**src/rtl/instr_fetch_unit.sv**
```systemverilog
// Instruction fetch front end: PC register, imem req/ack handshake,
// registered instruction hand-off and branch/sequential PC update.
module instr_fetch_unit #(
  parameter logic [31:0] RESET_PC    = 32'h0000_0000,
  parameter int          ACK_TIMEOUT = 16
) (
  input  logic        clk,
  input  logic        rst,
  input  logic        run_en,
  output logic        imem_req,
  output logic [31:0] imem_addr,
  input  logic        imem_ack,
  input  logic [31:0] imem_rdata,
  output logic [31:0] instr,
  output logic [5:0]  opcode,
  output logic        instr_valid,
  input  logic        instr_ready,
  input  logic        PCSrc,
  input  logic [15:0] branch_imm,
  output logic [31:0] pc,
  output logic [31:0] pc_plus4,
  output logic        fetch_err
);

  localparam int CW = $clog2(ACK_TIMEOUT);
  localparam logic [CW-1:0] CNT_MAX = CW'(ACK_TIMEOUT - 1);

  typedef enum logic [1:0] {
    S_IDLE,
    S_FETCH,
    S_VALID
  } state_e;

  state_e        state_q, state_d;
  logic [31:0]   pc_q, pc_d;
  logic [31:0]   instr_q, instr_d;
  logic          err_q, err_d;
  logic [CW-1:0] cnt_q, cnt_d;
  logic [31:0]   br_off;
  logic [31:0]   pc_inc;

  assign pc_inc = pc_q + 32'd4;
  assign br_off = {{14{branch_imm[15]}}, branch_imm, 2'b00};

  always_ff @(posedge clk or posedge rst) begin
    if (rst) begin
      state_q <= S_IDLE;
      pc_q    <= RESET_PC;
      instr_q <= 32'h0;
      err_q   <= 1'b0;
      cnt_q   <= '0;
    end else begin
      state_q <= state_d;
      pc_q    <= pc_d;
      instr_q <= instr_d;
      err_q   <= err_d;
      cnt_q   <= cnt_d;
    end
  end

  always_comb begin
    state_d = state_q;
    pc_d    = pc_q;
    instr_d = instr_q;
    err_d   = err_q;
    cnt_d   = cnt_q;
    case (state_q)
      S_IDLE: begin
        if (run_en) state_d = S_FETCH;
      end
      S_FETCH: begin
        // an ack in the final allowed cycle still counts as success
        if (imem_ack) begin
          instr_d = imem_rdata;
          cnt_d   = '0;
          state_d = S_VALID;
        end else if (cnt_q == CNT_MAX) begin
          err_d   = 1'b1;
          cnt_d   = '0;
          state_d = S_IDLE;
        end else begin
          cnt_d = cnt_q + 1'b1;
        end
      end
      S_VALID: begin
        if (instr_ready) begin
          pc_d    = PCSrc ? (pc_inc + br_off) : pc_inc;
          state_d = run_en ? S_FETCH : S_IDLE;
        end
      end
      default: state_d = S_IDLE;
    endcase
  end

  assign imem_req    = (state_q == S_FETCH);
  assign instr_valid = (state_q == S_VALID);
  assign imem_addr   = pc_q;
  assign pc          = pc_q;
  assign pc_plus4    = pc_inc;
  assign instr       = instr_q;
  assign opcode      = instr_q[31:26];
  assign fetch_err   = err_q;

endmodule
```
**config.mk**
```make
export PLATFORM = sky130hd
export DESIGN_NAME = instr_fetch_unit
export DESIGN_NICKNAME = d
export VERILOG_FILES = /design/src/rtl/instr_fetch_unit.sv
export SDC_FILE = /design/constraint.sdc
export NUM_CORES = 1
export LEC_CHECK = 0
export ABC_AREA = 1
export ABC_CLOCK_PERIOD_IN_PS = 3000
export CORE_MARGIN = 1.5
export CORE_UTILIZATION = 41
export CTS_CLUSTER_SIZE = 25
export DETAILED_ROUTE_END_ITERATION = 8
export DONT_BUFFER_PORTS = 1
export GPL_TIMING_DRIVEN = 0
export PLACE_DENSITY = 0.56
export SYNTH_ARGS = -nofsm -noshare
export SYNTH_HDL_FRONTEND = slang
export SYNTH_SLANG_ARGS = --single-unit
```
**constraint.sdc**
```tcl
create_clock -name clk -period 3 [get_ports clk]
set_clock_uncertainty 0.2 [all_clocks]
set_input_delay 0.15 -clock clk [delete_from_list [all_inputs] [get_ports clk]]
set_output_delay 0.15 -clock clk [all_outputs]
set_load 0.05 [all_outputs]
```
; Yosys cells after proc, flatten, opt, wreduce, memory -nomap -nowiden
; Index checks and enable logic that the tools add are counted.
[word_totals]
regBits = 71
in_bits = 54
output_inout_bits = 137
elab_cells = 29
[classes]
n_addsub = 3
eq_ne = 6
mux = 9
bitwise = 1
n_reduce_logical = 5
[ops]
columns = operator, count
row1 = "32-bit by 3-bit adder with 32-bit output, second input constant", 1
row2 = 32-bit adder, 1
row3 = 32-bit two-way mux, 1
row4 = 2-bit two-way mux, 4
row5 = 4-bit two-way mux, 2
row6 = 2-bit one-hot mux with 3 select lines, 1
row7 = 3-bit AND reduction, 2
row8 = "4-bit by 1-bit adder with 4-bit output, second input constant", 1
row9 = "4-bit equality test, second input constant", 1
row10 = 2-bit AND reduction, 2
row11 = "3-bit by 1-bit != test with 1-bit output, second input constant", 1
row12 = "2-bit by 1-bit equality test with 1-bit output, second input constant", 1
row13 = "2-bit equality test, second input constant", 1
row14 = 2-bit zero test, 1
row15 = "2-bit by 1-bit != test with 1-bit output, second input constant", 1
row16 = "2-bit != test, second input constant", 1
row17 = 1-bit two-way mux, 1
row18 = 1-bit inverter, 1

; Depth between registers and ports, before layout
[depth]
ltp_word = 4
mapped_depth = 24
mapped_depth_nobuf = 24

; Worst setup path before layout
; No wires, ideal clock.
[synth_path]
path_type = register to register
from = reg pc_q[2] (netlist: imem_addr[2])
to = reg pc_q[29] (netlist: imem_addr[29])
setup_time_ps = 118
t_arrival_ps = 3672
required_time_ps = 2682
slack_ps = -990
stages_incl_launch_ff = 19
path_buffers = 0
synth_period_minus_slack_ps = 3990
cell_sequence = dfrtp_1 -> inv_1 -> nor2_4 -> nand2_4 -> nor2_8 -> xor2_1 -> ha_1 -> nand2_1 -> inv_1 -> nand2_1 -> nand3_1 -> nand2_1 -> nand2_1 -> a21oi_1 -> nand2_1 -> nand2_1 -> nand3_1 -> nand2_1 -> nand2_1
[synth_between]
elab_chain_len = 3
[synth_lines]
columns = item, line
row1 = "start, declared", 35  ; logic [31:0] pc_q, pc_d;
row2 = "start signal, assigned", 54  ; pc_q <= pc_d;
row3 = 32-bit by 3-bit adder with 32-bit output, 42  ; assign pc_inc = pc_q + 32'd4;
row4 = via pc_plus4[2], 21  ; output logic [31:0] pc_plus4,
row5 = 32-bit adder, 87  ; pc_d = PCSrc ? (pc_inc + br_off) : pc_inc;
row6 = 32-bit two-way mux, 87
; The timed path passes the listed nets, and every way through them passes these cells.
; A chain may end at the register's enable or synchronous reset.

; Worst setup path after layout
[layout_path]
from = reg pc_q[2] (netlist: imem_addr[2])
to = reg pc_q[14] (netlist: imem_addr[14])
; The elaborated chain is that of the path after synthesis.

==> summary.txt <==
Critical path
  – R2R Path End: imem_addr[14]
  – Critical path type: reg -> reg
  – Worst Path Arrival: 3.70 ns
  – Worst reg2reg startpoint: imem_addr[2]
  – Worst-path fanout max: 5
  – Required @ worst endpoint: about 3 ns
  – Flop-to-flop setup slack: -0.69 ns
  – Worst reg2reg path depth: 14
  – CP Capture Type: register
  – Setup crit start kind: register

Clock network
  – H-tree level count: 3
  – TritonCTS clock tree: yes
  – CTS max path bufs: 2
  – Num CTS Buffers: 9
  – Clock-pin slew on the worst setup and hold paths: about 0.06 ns
  – Root Buffer: clkbuf_16
  – Clk sinks: 69
  – Clk Latency, worst-skew pair: ~0.33 ns

Logic synthesis
  – Simple-gate share of the synthesized area: approximately a third
  – Synth area leader: dfrtp_1
  – Mapped Avg Cell Area: around 6.7 sq um
  – Synth unique cells: 41
  – Synth Cell Area: 6240 sq um
  – Cells after Synth: ~940
  – Primary FF master, synth: dfrtp_1
  – Area contributors post-synth: dfrtp_1 (28%), nand2_1 (19%), inv_1 (8.0%)
  – Async SR Flop Fraction: between 90% and 100%
  – Main combinational cell family by area after synthesis: simple AND/OR/NAND/NOR gates
  – Post-synth EDFFs: 0
  – Seq/Total Area, Yosys: between 20 and 30%
  – Post-synthesis adder-cell area fraction: under 10%
  – Synth Area in Compound Gates: 7.78%
  – Synth Area in XOR/XNOR: 4.63%
  – #FFs+latches synth: 69
  – Top cell type's share of synthesized area: 27.7%
  – Synth warn: 0
  – Multiplexer share of the synthesized area: 5.78%

Layout
  – Layout cells sized above 1: 35.0%
  – Antenna Diode Count: 0
  – Area added between synthesis and finish: 39.1%
  – Final Net Count: 1110

GRT
  – Gr ovfl total: 0
  – Vias in the first global route: roughly 6000
  – First-pass GRT wire length: roughly 32000 um
  – Initial antenna violation count: 0
  – GRT Total Usage: about 25%
  – Largest net degree at the start of global routing: 70

Hold path
  – Hold Crit Endpoint: imem_addr[17]
  – HP Class: in -> reg
  – Hold depth: 4
  – Hold_sp: branch_imm[15]

Outcome
  – Status: finished with violations
  – Failing checks: negative hold slack, negative setup slack

Floorplanning
  – Core Box Area: roughly 15000 sq um
  – DIE WIDTH: 126 um
  – Initial Util: 42.4%
  – Die H: 126 um
  – # IOs: between 150 and 200
  – Die Area: 16000 sq um
  – Num rows: 44

Route
  – Final ANT Viol Nets: 0
  – Routed wire length: 20200 um
  – DRC viols: 0
  – Routed vias: 6081
  – Number of DRC markers in iteration 0: about 260
  – WL per Instance: 16.7 um
  – DRT Pass-1 Iters: 5
  – Drt via density: 5.04

Timing
  – Worst setup margin: -0.694 ns
  – Slew @ Worst Pin: just over 1 ns
  – Hold slack: -0.0103 ns
  – Final hold violations: 1
  – Pins Over Slew Limit: 0
  – Headroom to the max-slew limit: 31.0%
  – Maximum clock rate: 271 MHz
  – Crit path time final: 3.69 ns
  – RSZ-0062 raised after global routing: true
  – Final-report setup violation count: 26
  – Sum of negative setup slack: -13.82 ns
  – Tcrit/Tclk final: 123%

Place
  – Final Wtd Congestion: 0.929
  – Port Buffer Count: 0
  – DP HPWL: ~15000 um

Run
  – Total of max-cap violations: 0
-- per-layer routing --
layer | track usage, % | part of all wire, %
met5 | 0 | 0
met4 | 7.37 | 1.6
met3 | 3.46 | 5.2
met2 | 43.1 | 48
met1 | 33.7 | 45
-- area by class of cell --
| class | count | area [sq um] |
|---|---|---|
| fill | 1324 | 6020 |
| clock inverter | 7 | 73.8 |
| clock buffer | 9 | 225 |
| sequential | 69 | 1770 |
| tap | 184 | 230 |
| buffer | 56 | 372 |
| multi-input combinational | 681 | 4820 |
| timing repair buffer | 65 | 632 |
| inverter | 136 | 554 |
-- state kept, by name, indices dropped and copies added, names as in the netlist --
name / cells
cnt_q: 4
state_q: 2
imem_addr: 30
fetch_err: 1
instr: 32
-- critical path, cell delays in order, from the launching register on --
cell	delay, ns
dfrtp_4	0.56
clkinvlp_4	0.35
nor2_4	0.25
buf_6	0.14
nand2_8	0.06
inv_2	0.07
nand2_4	0.06
xor2_4	0.48
ha_4	0.32
a21oi_4	0.17
o21bai_1	0.10
nand3b_1	0.26
xor2_1	0.22
o21ai_1	0.23
nand2_1	0.08
-- per-stage QoR --
stage	setup WS (ns)	util [%]	area [sq um]	cells	hold WS (ns)
2_1_floorplan	-0.294	-	6570	942	0.0591
3_3_place_gp	-1.04	46.2	6800	1126	0.0610
3_5_place_dp	-1.01	46.3	6800	1126	0.0621
4_1_cts	-0.645	55.9	8220	1196	0.00179
5_1_grt	-0.822	59.1	8680	1207	0.0178
6_report	-0.694	59.1	8680	1207	-0.0103
-- how the worst max path moves through the flow --
stage,from,cells past startpoint,endpoint
floorplan,imem_addr[2],17,imem_addr[30]
global placement,imem_addr[2],16,imem_addr[29]
detailed placement,imem_addr[2],16,imem_addr[29]
CTS,imem_addr[2],18,imem_addr[30]
global route,imem_addr[2],16,imem_addr[25]
finish,imem_addr[2],14,imem_addr[14]
-- cell families after synthesis --
| logic type | count (synthesis) |
|---|---|
| compound gates | 88 |
| fa+ha+maj | 38 |
| xor+xnor | 33 |
| mux | 32 |
| buf+inv | 192 |
| simple gates | 484 |
| flops | 69 |
| other cells | 1 |
-- cells in the final DEF, fill, tap and decap left out, drive strengths merged --
cell / Yosys / layout
dlygate4sd3: 0 / 39
nor3: 6 / 6
o211ai: 4 / 4
conb: 1 / 6
clkinv: 0 / 5
o22a: 1 / 1
ha: 37 / 37
a22o: 1 / 1
o31ai: 1 / 1
and3: 1 / 1
and2: 1 / 1
nand4: 8 / 8
a21oi: 35 / 35
clkinvlp: 0 / 4
nand3: 65 / 65
mux2: 32 / 32
o22ai: 2 / 2
inv: 136 / 133
buf: 46 / 72
nand2: 318 / 318
a22oi: 1 / 1
xor2: 26 / 26
o21ai: 35 / 35
nor2: 83 / 83
bufinv: 0 / 1
a21o: 2 / 2
xnor2: 7 / 7
o21bai: 5 / 5
clkbuf: 10 / 19
o21a: 1 / 1
nand3b: 2 / 2
fa: 1 / 1
dfrtp: 69 / 69
-- Yosys cell counts (2+ instances only) --
library cell	number
a21o_1	2
a21oi_1	35
buf_2	3
buf_4	42
clkbuf_1	10
dfrtp_1	69
ha_1	37
inv_1	133
inv_2	3
mux2_2	32
nand2_1	312
nand2_2	5
nand3_1	65
nand3b_1	2
nand4_1	7
nor2_1	79
nor2_2	2
nor3_1	4
o211ai_1	4
o21ai_0	19
o21ai_1	16
o21bai_1	5
o22ai_1	2
xnor2_1	7
xor2_1	26
-- what timing repair did --
| action | CTS | global route |
|---|---|---|
| endpoints found under the setup margin | 29 | 29 |
| endpoints found under the hold margin | 110 | 0 |
| gates cloned | 0 | 0 |
| gates resized for setup | 152 | 103 |
| setup buffers | 15 | 12 |
| pin swaps | 54 | 52 |
| hold buffers | 39 | 0 |
Power is not shown: default switching activity piles up to over one toggle a cycle in this logic, so the estimate is an artifact.
